--- config.mk ---
export PLATFORM = sky130hd
export DESIGN_NAME = mux_pipe_stage
export DESIGN_NICKNAME = d
export VERILOG_FILES = /design/src/rtl/mux_pipe_pkg.sv /design/src/rtl/mux_n_1_w.sv /design/src/rtl/mux_pipe_stage.sv
export SDC_FILE = /design/constraint.sdc
export NUM_CORES = 1
export LEC_CHECK = 0
export CORE_UTILIZATION = 47
export CTS_BUF_LIST = sky130_fd_sc_hd__clkbuf_4
export DETAILED_ROUTE_END_ITERATION = 7
export GPL_TIMING_DRIVEN = 1
export PLACE_DENSITY_LB_ADDON = 0.12
export SYNTH_ARGS = -nofsm -noshare
export SYNTH_HDL_FRONTEND = slang
export SYNTH_SLANG_ARGS = --single-unit
--- constraint.sdc ---
create_clock -name clk -period 1.62 [get_ports clk]
set_clock_uncertainty 0.15 [all_clocks]
set_input_delay 0.324 -clock clk [delete_from_list [all_inputs] [get_ports clk]]
set_output_delay 0.324 -clock clk [all_outputs]
set_load 0.1 [all_outputs]
--- src/rtl/mux_pipe_pkg.sv ---
// Shared types and helpers for the registered mux pipeline stage.
package mux_pipe_pkg;

  typedef enum logic [1:0] {
    S_EMPTY = 2'd0,
    S_ONE   = 2'd1,
    S_TWO   = 2'd2
  } state_e;

  // Select width never drops below one bit, even for a single input.
  function automatic int clog2_min1(input int n);
    return (n <= 1) ? 1 : $clog2(n);
  endfunction

endpackage

--- src/rtl/mux_n_1_w.sv ---
// Combinational N-input, WIDTH-bit selector with an out-of-range indication.
module mux_n_1_w
  import mux_pipe_pkg::*;
#(
  parameter int WIDTH  = 5,
  parameter int NUM_IN = 2,
  parameter int SEL_W  = clog2_min1(NUM_IN)
) (
  input  logic [NUM_IN*WIDTH-1:0] i_d,
  input  logic [SEL_W-1:0]        i_sel,
  output logic [WIDTH-1:0]        o_data,
  output logic                    o_oor
);

  // NOTE: every output gets a default before the loop so no latch is inferred.
  always_comb begin
    o_data = '0;
    o_oor  = 1'b1;
    for (int k = 0; k < NUM_IN; k++) begin
      if (i_sel == SEL_W'(k)) begin
        o_data = i_d[k*WIDTH +: WIDTH];
        o_oor  = 1'b0;
      end
    end
  end

endmodule

--- src/rtl/mux_pipe_stage.sv ---
// Registered N:1 mux stage with valid/ready handshake, 2-entry skid buffer,
// flush and sticky out-of-range select flag.
module mux_pipe_stage
  import mux_pipe_pkg::*;
#(
  parameter int WIDTH  = 5,
  parameter int NUM_IN = 2,
  parameter int SEL_W  = clog2_min1(NUM_IN)
) (
  input  logic                    clk,
  input  logic                    reset,
  input  logic [NUM_IN*WIDTH-1:0] d,
  input  logic [SEL_W-1:0]        select,
  input  logic                    in_valid,
  output logic                    in_ready,
  input  logic                    flush,
  output logic [WIDTH-1:0]        out_data,
  output logic                    out_valid,
  input  logic                    out_ready,
  output logic                    sel_err
);

  logic [WIDTH-1:0] w_sel_data;
  logic             w_sel_oor;
  logic             w_in_xfer;
  logic             w_out_xfer;

  state_e           r_state;
  logic [WIDTH-1:0] r_main;
  logic [WIDTH-1:0] r_skid;
  logic             r_out_valid;
  logic             r_in_ready;
  logic             r_sel_err;

  mux_n_1_w #(
    .WIDTH  (WIDTH),
    .NUM_IN (NUM_IN),
    .SEL_W  (SEL_W)
  ) u_mux (
    .i_d    (d),
    .i_sel  (select),
    .o_data (w_sel_data),
    .o_oor  (w_sel_oor)
  );

  assign w_in_xfer  = in_valid && r_in_ready;
  assign w_out_xfer = r_out_valid && out_ready;

  // in_ready and out_valid are flops updated alongside the state, so neither
  // has a combinational path from out_ready.
  // NOTE: sequential state uses non-blocking assignments only.
  always_ff @(posedge clk) begin
    if (reset) begin
      r_state     <= S_EMPTY;
      r_main      <= '0;
      r_skid      <= '0;
      r_out_valid <= 1'b0;
      r_in_ready  <= 1'b1;
      r_sel_err   <= 1'b0;
    end else if (flush) begin
      r_state     <= S_EMPTY;
      r_skid      <= '0;
      r_out_valid <= 1'b0;
      r_in_ready  <= 1'b1;
    end else begin
      if (w_in_xfer && w_sel_oor) begin
        r_sel_err <= 1'b1;
      end
      case (r_state)
        S_EMPTY: begin
          if (w_in_xfer) begin
            r_main      <= w_sel_data;
            r_state     <= S_ONE;
            r_out_valid <= 1'b1;
          end
        end
        S_ONE: begin
          if (w_in_xfer && w_out_xfer) begin
            r_main <= w_sel_data;
          end else if (w_in_xfer) begin
            r_skid     <= w_sel_data;
            r_state    <= S_TWO;
            r_in_ready <= 1'b0;
          end else if (w_out_xfer) begin
            r_state     <= S_EMPTY;
            r_out_valid <= 1'b0;
          end
        end
        S_TWO: begin
          if (w_out_xfer) begin
            r_main     <= r_skid;
            r_skid     <= '0;
            r_state    <= S_ONE;
            r_in_ready <= 1'b1;
          end
        end
        default: begin
          r_state     <= S_EMPTY;
          r_out_valid <= 1'b0;
          r_in_ready  <= 1'b1;
        end
      endcase
    end
  end

  assign in_ready  = r_in_ready;
  assign out_valid = r_out_valid;
  assign out_data  = r_main;
  assign sel_err   = r_sel_err;

endmodule

==> Yosys cells after proc, flatten, opt, wreduce, memory -nomap -nowiden <==
Cells that the tools add are included.
{ "word_totals": {"out_inout_bits": 8, "inputBits": 16, "regBits": 14, "elab_cells": 53} }
{ "op_classes": {"eq_ne": 10, "muxes": 23, "reduce_logical": 12, "bitwise": 3} }
{ "op_table": {"columns": ["op", "n"], "rows": [
  ["two-way mux 5 bit", 6],
  ["case mux 5 bit (3 select lines)", 1],
  ["!= test 2 bit, second input constant", 7],
  ["AND reduction 4 bit", 3],
  ["two-way mux 2 bit", 5],
  ["case mux 5 bit (2 select lines)", 1],
  ["AND reduction 5 bit", 2],
  ["two-way mux 1 bit", 7],
  ["case mux 1 bit (3 select lines)", 2],
  ["case mux 2 bit (3 select lines)", 1],
  ["logical AND 1 bit", 3],
  ["!= test 3 bit, second input constant", 1],
  ["inverter 1 bit", 3],
  ["nonzero test 3 bit", 1],
  ["equality test 2 x 1 -> 1 bit, second input constant", 1],
  ["equality test 2 bit, second input constant", 1],
  ["logical NOT 2 bit", 1],
  ["nonzero test 2 bit", 1],
  ["OR reduction 2 bit", 1]
]} }

==> Depth between registers and ports, before layout <==
{ "logic_depth": {"word_depth": 5, "ltp_mapped": 4} }

==> Modules after synthesis <==
From an unflattened synthesis, not the netlist that was laid out.
{ "unflattened": {"hier_cells": 87, "area_unflattened_um2": 792.0} }
{ "modules_own_cells": {"columns": ["module", "n_inst", "area_each_um2", "seq_area_each_um2", "cells_per_inst"], "rows": [
  ["mux_pipe_stage", 1, 724.4, 300.3, 80],
  ["mux_n_1_w", 1, 67.6, 0.0, 7]
]} }

==> Worst setup path before layout <==
Ideal clock, no wire load.
{ "synth_path": {"kind": "register -> register", "start": "register r_out_valid (netlist: out_valid)", "end": "register r_main[0] (netlist: out_data[0])", "path_slack_ns": -0.507, "synth_period_minus_slack_ns": 2.127, "path_buffers": 1, "arrival_ns": 1.854, "setup_ns": 0.122, "path_stages_with_launch": 5, "cell_sequence": "dfxtp_1 > nand2_1 > a221o_1 > buf_6 > mux2i_1"} }
{ "synth_between": {"elab_chain_cells": 4, "elab_cells_between_ends": 5, "classes_between": "2 x eq/ne; 3 x reduce/logical"} }
{ "synth_rtl": {"columns": ["item", "line_no", "text"], "rows": [
  ["start: declaration", "mux_pipe_stage.sv:31", "logic r_out_valid;"],
  ["start signal: assignment", "mux_pipe_stage.sv:57", "r_out_valid <= 1'b0;"],
  ["start signal: assignment", "mux_pipe_stage.sv:63", "r_out_valid <= 1'b0;"],
  ["start signal: assignment", "mux_pipe_stage.sv:74", "r_out_valid <= 1'b1;"],
  ["logical AND 1 bit *", "mux_pipe_stage.sv:47", "assign w_out_xfer = r_out_valid && out_ready;"],
  ["logical AND 1 bit", "mux_pipe_stage.sv:78", "if (w_in_xfer && w_out_xfer) begin"],
  ["!= test 2 bit (no source line)", null, null],
  ["AND reduction 5 bit (no source line) *", null, null],
  ["end signal: assignment", "mux_pipe_stage.sv:72", "r_main <= w_sel_data;"],
  ["end signal: assignment", "mux_pipe_stage.sv:79", "r_main <= w_sel_data;"],
  ["end signal: assignment", "mux_pipe_stage.sv:91", "r_main <= r_skid;"],
  ["end: declaration", "mux_pipe_stage.sv:29", "logic [WIDTH-1:0] r_main;"]
]} }
Every way passes the cells marked *; elsewhere a longest branch is shown, timed or not.
A chain may end at the register's enable or synchronous reset.

==> Final worst setup path <==
{ "layout_path": {"start": "input out_ready", "end": "register r_main[0] (netlist: out_data[0])"} }
{ "layout_between": {"elab_chain_cells": 4, "elab_cells_between_ends": 5, "classes_between": "2 x eq/ne; 3 x reduce/logical"} }
{ "layout_rtl": {"columns": ["item", "line_no", "text"], "rows": [
  ["start: declaration", "mux_pipe_stage.sv:19", "input logic out_ready,"],
  ["logical AND 1 bit *", "mux_pipe_stage.sv:47", null],
  ["logical AND 1 bit", "mux_pipe_stage.sv:78", null],
  ["!= test 2 bit (no source line)", null, null],
  ["AND reduction 5 bit (no source line) *", null, null]
]} }
Marks and branches as above.

==> summary.log <==
[run_status] status complete, no violations
[grt] Tot GR Track Use 0.222
[synth] flop and latch count out of synthesis 14
[synth] cell taking the most area after synthesis dfxtp_1
[synth] instance count of the mapped netlist 88
[synth] sequential fraction of the synthesis area 0.357
[sta] setup TNS 0 ps
[finish] synthesis-to-layout area growth 47.6%
[setup_path] reg-to-reg slack, setup 90 ps
[floorplan] Die X-Extent 42.9 um
[placed_design] Detail Placement HPWL 1330 um
[power_and_ir_drop] worst voltage drop across the vdd grid 527 uV
[route] Vias 750
[route] Residual DRC 0
[power_and_ir_drop] standby leakage power 0.504 nW
[route] wire length on met2 829 um
[clocking] number of buffers inserted for hold repair after clock tree synthesis 0
[sta] post-route minimum period 1550 ps
[synth] distinct cell type count of the synthesized netlist 32
[finish] fraction of layout instances using a drive strength above 1 0.239
[finish] final instance count without filler cells 133
[clocking] worst skew pair latency 290 ps
[floorplan] core region area 1540 um2
[sta] Setup violations, final 0
[setup_path] Critical Path Source out_ready
[route] total iterations of the first detailed-routing run 4
[clocking] Bufs on Longest Clock Path 2
[placed_design] area post-placement 1130 um2
[setup_path] CP Cell Sequence clkdlybuf4s50_1 > nand2_1 > a221o_1 > mux2i_1
[setup_path] launching element type of the critical path primary input
[finish] fin nets 134
[floorplan] number of placement rows 14
[finish] most frequent cells in the layout clkdlybuf4s50_1, nand2_1, dfxtp_1
[setup_path] worst path buffer plus inverter count 1
[clocking] CTS tree built
[setup_path] endpoint kind of the worst setup timing path flop
[route] number of routed nets with antenna violations 0
[sta] unrepaired setup endpoints after global routing no
[synth] synth warn 0
[synth] Cell Area, Synth 786 um2
[setup_path] arrival time at the worst endpoint 1570 ps
[clocking] root cell of the clock tree clkbuf_4
[grt] wire length of the first global-routing pass 3010 um
[setup_path] worst setup path category primary input to flop
[synth] fraction of synthesized cell area taken by the top area cell type 0.357
[worst_hold_path] start point of the worst min-delay path r_skid[0]
[clocking] number of H-tree levels 1
[clocking] clock slew seen by the registers of the worst setup and hold paths 80 ps
[placed_design] routability-driven placement congestion ratio 0.854
[floorplan] Die Footprint 1840 um2
[floorplan] I/O pins 24
[synth] syn avg cell area 8.93 um2
[flow_run] MaxCap Viol Count 0
[route] uppermost layer routed met4
[synth] EDFF count, synth 0
[worst_hold_path] worst min-delay path class flop to flop
[finish] Diodes inserted 0
[clocking] post-CTS setup buffer count 0
[placed_design] post-placement cell count 129
[setup_path] peak fanout along the critical path 6
[placed_design] number of port buffers 22
[synth] top cells by area, synth dfxtp_1, mux2i_1, mux2_2
[grt] largest net degree at the start of global routing 15
[route] count of routing violations after the opening detailed-route iteration 10
[finish] leading cell type in the layout, fill and taps excluded clkdlybuf4s50_1
[route] Vias/cell 5.64
[sta] Final Cycle Share 0.955
[sta] number of pins with negative max-slew slack in the final report 0
[grt] total congestion overflow 0
[setup_path] critical-path cell with the highest stage delay clkdlybuf4s50_1
[grt] via count of the first global-routing pass 695
[synth] Async SR Flop Fraction 0
[clocking] Sinks on Clock Net 14
[floorplan] chip height 42.9 um
[setup_path] worst r2r src r_state[1]
[route] Metal-1 WL 823 um
[setup_path] slowest stage delay, CP 490 ps
[floorplan] Initial Utilization 0.510
[sta] highest clock frequency the design can meet 0.646 GHz
[route] length of routed met3 wiring 72 um
[synth] post-synthesis net count 104
[power_and_ir_drop] power density normalized to cell area 714 nW/um2
[finish] final design instance area without fill 1160 um2
[sta] Final Hold Violating Endpoints 0
[clocking] cts bufs inserted 3
[grt] antenna violations before repair 0
[setup_path] gate family responsible for the most delay along the worst path buffers and inverters
[setup_path] required time of the critical path 1640 ps
[route] per-cell routed wire length 13.3 um
[route] overall routed net length 1770 um
[synth] Post-synth top flop dfxtp_1
## registers in the layout (all words and copies together), names as in the netlist
register and flops:
in_ready 1, r_state 2, out_valid 1, r_skid 5, out_data 5
## report_power, final
group          internal, mW  total, mW  switching (mW)
Combinational         0.114      0.252           0.138
Sequential            0.355      0.368          0.0137
Clock                0.0897      0.207           0.118
Total                 0.558      0.828           0.269
## per-layer routing
metal | GRT usage | vias to the layer above
li1 | - | 376
met1 | 0.294 | 345
met2 | 0.339 | 24
met3 | 0.0298 | 5
met4 | 0.131 | 0
met5 | 0 | -
## cells in the mapped netlist, drive strengths merged (2+ instances only)
library cell and count:
or3b 5, inv 2, and3 2, nand3 6, mux2 5, nand2 12, mux2i 10, dfxtp 14
nor2b 2, a21oi 3, o21ai 2, buf 4, o211ai 5
## path summary, 6_finish.rpt
kind,end,cells past startpoint
min,r_skid[0],2
max,out_data[0],4
min reg2reg,r_skid[0],2
max reg2reg,out_data[0],3
## area by class of cell
class	count	area, um2
sequential	14	288
fill	126	382
inverter	3	11.3
tap	16	20.0
timing repair buffer	30	353
clock buffer	3	22.5
clock inverter	1	3.75
multi-input combinational	66	462
## worst reg2reg max path: cells and delay by family (launching register included)
| kind | cells | cell delay (ps) |
|---|---|---|
| AO/OA/AOI/OAI | 1 | 460 |
| AND/OR/NAND/NOR | 1 | 240 |
| multiplexers | 1 | 160 |
| flip-flops | 1 | 410 |
## stage by stage
stage	utilization	hold WS (ps)	power [mW]	worst slack (ps)
4_1_cts	0.751	326	0.841	83.6
6_report	0.752	324	0.828	72.9
3_5_place_dp	0.734	313	0.628	-229
3_3_place_gp	0.734	304	0.624	-200
2_1_floorplan	-	295	0.523	70.1
5_1_grt	0.752	345	0.869	32.6
## logic make-up (layout without fill, tap and decap cells)
family,Yosys count,count (layout),share of synthesized area
compound gates,15,15,0.132
mux,15,15,0.199
other cells,1,1,0.00477
flops,14,14,0.357
simple gates,35,35,0.252
buf+inv,8,37,0.0557
## what timing repair did
action                                 4_1_cts  5_1_grt
endpoints found under the hold margin        0        0
resized for setup                            0        1
setup endpoints to repair                    0        1
No activity file was read; power rests on OpenSTA's default activity.
==> variant 1 (same flow settings) <==
`NUM_IN` is set to 2 in 2 places; all go to 1.
--- a/src/rtl/mux_n_1_w.sv
+++ b/src/rtl/mux_n_1_w.sv
@@ -3,7 +3,7 @@
   import mux_pipe_pkg::*;
 #(
   parameter int WIDTH  = 5,
-  parameter int NUM_IN = 2,
+  parameter int NUM_IN = 1,
   parameter int SEL_W  = clog2_min1(NUM_IN)
 ) (
   input  logic [NUM_IN*WIDTH-1:0] i_d,
--- a/src/rtl/mux_pipe_stage.sv
+++ b/src/rtl/mux_pipe_stage.sv
@@ -4,7 +4,7 @@
   import mux_pipe_pkg::*;
 #(
   parameter int WIDTH  = 5,
-  parameter int NUM_IN = 2,
+  parameter int NUM_IN = 1,
   parameter int SEL_W  = clog2_min1(NUM_IN)
 ) (
   input  logic                    clk,
Interface: changed (resized d); port bits go from 24 to 19. No check against the original RTL was run, so the function may have changed too.
==> variant 1 against the unedited design <==
- wire length rose by 10%
- worst setup slack worse by 0.00076 ns
- cell area is 3.3% higher
- critical path type is now reg2reg
- synthesized area is 4.6% lower
- worst hold slack better by 0.026 ns
- sequential cell count increased by 1
- power increased by 10%
==> variant 1: results (changes against the unedited design) <==
Placed design
  – Port Buf Inserts: 18 (-18%)
  – Weighted congestion at the end of routability-driven global placement: 0.815 (-4.5%)

GRT
  – Via count of the first global-routing pass: 705 (+1.4%)
  – Met3 track utilization from global routing: 0.0391 (+0.00934)
  – First-pass GRT wire length: 3100 um (+3.0%)
  – Routing usage on met1: 0.321 (+0.0269)
  – Combined global-route utilization of all metal layers: 0.233 (+0.0112)

Detailed routing
  – Sum of met2 wire segment lengths after detailed routing: 936 um (+13%)
  – Ratio of routed vias to standard cells: 5.81 (+3.0%)
  – Length of routed wiring on met1: 890 um (+8.1%)
  – Total met3 wirelength after detailed routing: 86 um (+19%)

Synthesis
  – Leading post-synthesis cells by instance count: 15 x sky130_fd_sc_hd__dfxtp_1, 10 x sky130_fd_sc_hd__a211oi_1, 9 x sky130_fd_sc_hd__nor2_1
  – Sequential element share of the synthesized area: 0.401 (+0.0440)
  – Unique masters post-synth: 24 (-25%)
  – Post-synthesis compound-gate area fraction: 0.287 (+0.155)

Finish
  – Fill cell instance count of the final layout: 100 (-21%)
  – Non-Clock Inverter Count: 2 (-1)
  – Clock-cell share: 0.0230 (+0.000311)
  – Non-clock buffering overhead: 0.331 (+0.0267)
  – Multi-input logic cell count: 59 (-11%)
  – Final net count: 127 (-5.2%)

CTS
  – Resized cells post-CTS: 3 (+3)
  – Buffers inserted during post-CTS setup optimization: 2 (+2)

Critical path
  – Setup slack on the worst flop-to-flop path: 0.07 ns (-0.02 ns)
  – R2r worst-path depth: 4 (+1)
  – Cell with the largest stage delay on the worst path: sky130_fd_sc_hd__dfxtp_4

Pwr
  – Worst supply voltage drop on vdd: 0.000531 V (+0.82%)
  – Sequential group power: 399 uW (+8.4%)
  – Net switching component of the power: 308 uW (+15%)
  – Share of total power consumed by net switching: 0.339 (+0.0134)

Outcome
  – Result of the run: finished clean
==> variant 1: changes by cell type after synthesis, sizes merged, moves of 5 or more <==
| cell | unedited run | this run |
|---|---|---|
| o211ai | 5 | 0 |
| or3b | 5 | 0 |
| nor2 | 1 | 9 |
| nor3b | 0 | 8 |
| a211oi | 1 | 10 |
| mux2 | 5 | 0 |
| nand2 | 12 | 4 |
| a21oi | 3 | 8 |
==> variant 1: metrics by stage <==
stage / TNS [ns] / instances / hold slack [ns] / utilization / setup slack [ns]
3_5_place_dp: -3.98 / 124 / 0.339 / 0.761 / -0.352
5_1_grt: 0 / 131 / 0.386 / 0.805 / 0.00816
3_3_place_gp: -3.61 / 124 / 0.325 / 0.761 / -0.334
6_report: 0 / 131 / 0.350 / 0.805 / 0.0721
2_1_floorplan: 0 / 79 / 0.246 / - / 0.00485
4_1_cts: 0 / 130 / 0.360 / 0.795 / 0.00276
==> variant 2 (same settings) <==
Without the edit above. Re-encode `state_e` (3 states) as one-hot, 3 bits wide.
--- a/src/rtl/mux_pipe_pkg.sv
+++ b/src/rtl/mux_pipe_pkg.sv
@@ -1,10 +1,10 @@
 // Shared types and helpers for the registered mux pipeline stage.
 package mux_pipe_pkg;
 
-  typedef enum logic [1:0] {
-    S_EMPTY = 2'd0,
-    S_ONE   = 2'd1,
-    S_TWO   = 2'd2
+  typedef enum logic [2:0] {
+    S_EMPTY = 3'b001,
+    S_ONE   = 3'b010,
+    S_TWO   = 3'b100
   } state_e;
 
   // Select width never drops below one bit, even for a single input.
Function: same outputs for any inputs over 10 cycles, from zero or initial values and one cycle with reset high; not proved beyond that.
==> variant 2 against the unedited design <==
- the run now ends with setup timing left
- synthesized area grew 14%
- cell area increased by 21%
- non-clock buffer count grew 8
- sequential power increased by 6.5%
- sequential cell count rose by 1
- sequential share of layout area shrank 2.4 points
- register-to-register slack worse by 0.12 ns
- wire length up 23%
- power rose by 6.5%
- largest power group unchanged
- first-iteration DRC count grew to 2.8 times the old value
- worst setup slack lost 0.10 ns
- fmax decreased by 6.1%
==> variant 2: results (changes against the unedited design) <==
Placed design
  – HPWL reported at the end of detailed placement: 1540 um (+16%)
  – Setup slack at placement: -0.354 ns (-0.125 ns)
  – Post-Place Cell Area: 1300 um^2 (+15%)
  – Weighted congestion at the end of routability-driven global placement: 0.808 (-5.4%)

Pwr
  – Worst supply voltage drop on vdd: 0.000560 V (+6.3%)
  – Static leakage: 0.568 nW (+13%)
  – Share of total power consumed by net switching: 0.328 (+0.00243)

Timing
  – Setup violators final: 1 (+1)
  – Setup TNS: -0.0282 ns (-0.0282 ns)
  – Final setup margin: -0.0282 ns (-0.101 ns)

Outcome
  – Result of the run: complete, but fails checks
  – Failing checks: setup timing

Detailed routing
  – Average wire length per cell after detail routing: 13.6 um (+2.0%)
  – Detailed-routing iteration count for the pre-antenna-repair pass: 4 (unchanged)
  – Total via count in the routed design: 846 (+13%)
  – 1st-iter DRT viols: 28 (+18)
  – Ratio of routed vias to standard cells: 5.25 (-6.8%)

GRT
  – Via count of the first global-routing pass: 730 (+5.0%)
  – First-pass GRT wire length: 3330 um (+11%)
  – Combined global-route utilization of all metal layers: 0.230 (+0.00797)
  – Maximum number of pins on one net before global-route repair: 12 (-3)

Synthesis
  – Leading post-synthesis cells by instance count: 15 x sky130_fd_sc_hd__dfxtp_1, 13 x sky130_fd_sc_hd__nor2_1, 11 x sky130_fd_sc_hd__nor2b_1
  – Most area-consuming cells after synthesis: sky130_fd_sc_hd__dfxtp_1 33%, sky130_fd_sc_hd__a211oi_1 8.4%, sky130_fd_sc_hd__mux2_4 8.4%
  – Post-synthesis area per instance: 8.98 um^2 (+0.61%)
  – Sequential element share of the synthesized area: 0.334 (-0.0224)
  – Number of nets in the synthesized netlist: 116 (+12%)

Critical path
  – CP peak stage delay: 0.37 ns (-0.12 ns)
  – R2r worst-path depth: 5 (+2)
  – Crit Path Max Fanout: 10 (+4)
  – Data arrival time of the critical path: 1.69 ns (+0.12 ns)

CTS
  – Buffers inserted during post-CTS setup optimization: 3 (+3)
  – Number of H-tree levels: 1 (unchanged)
  – Resized cells post-CTS: 6 (+6)

Finish
  – Share of cells above drive strength 1: 0.375 (+0.136)
  – Fill cell instance count of the final layout: 120 (-4.8%)
[variant 2: critical path, delay by kind of cell (launching register included)]
kind	cells	cell delay [ns]
flip-flops	1	0.37
AND/OR/NAND/NOR	3	0.55
AO/OA/AOI/OAI	1	0.27
buffers and inverters	1	0.20
[variant 2: worst paths after layout]
kind	start	slack (ns)	end
setup / recovery	r_state[0]	-0.03	r_skid[1]
hold / removal	r_state[0]	0.33	r_state[2]
setup reg to reg	r_state[0]	-0.03	r_skid[1]
hold reg to reg	r_state[0]	0.33	r_state[2]
[variant 2: layer usage]
| layer | up-vias | global-route usage | wire length [um] |
|---|---|---|---|
| li1 | 427 | - | - |
| met1 | 382 | 0.303 | 1040 |
| met2 | 33 | 0.343 | 995 |
| met3 | 4 | 0.0635 | 114 |
| met4 | 0 | 0.112 | 34 |
| met5 | - | 0 | 0 |
[variant 2: final cells by class]
| class | count | area [um^2] | share of cell area |
|---|---|---|---|
| timing repair buffer | 38 | 423 | 0.302 |
| clock inverter | 1 | 5.00 | 0.00358 |
| tap | 25 | 31.3 | 0.0224 |
| multi-input combinational | 78 | 601 | 0.429 |
| sequential | 15 | 313 | 0.224 |
| inverter | 1 | 3.75 | 0.00268 |
| clock buffer | 3 | 22.5 | 0.0161 |
[variant 2: power by group through the flow]
stage	Sequential [mW]	Combinational, mW	Clock [mW]
detailed placement	0.401	0.256	0
global route	0.394	0.279	0.254
finish	0.392	0.264	0.225
CTS	0.393	0.258	0.227
global placement	0.400	0.253	0
floorplan	0.457	0.0969	0
[variant 2: cell families after synthesis]
family / after synthesis / share of synthesized area
compound gates: 23 / 0.206
xor+xnor: 1 / 0.00975
buf+inv: 7 / 0.0460
flops: 15 / 0.334
mux: 6 / 0.0947
other cells: 1 / 0.00417
simple gates: 47 / 0.305
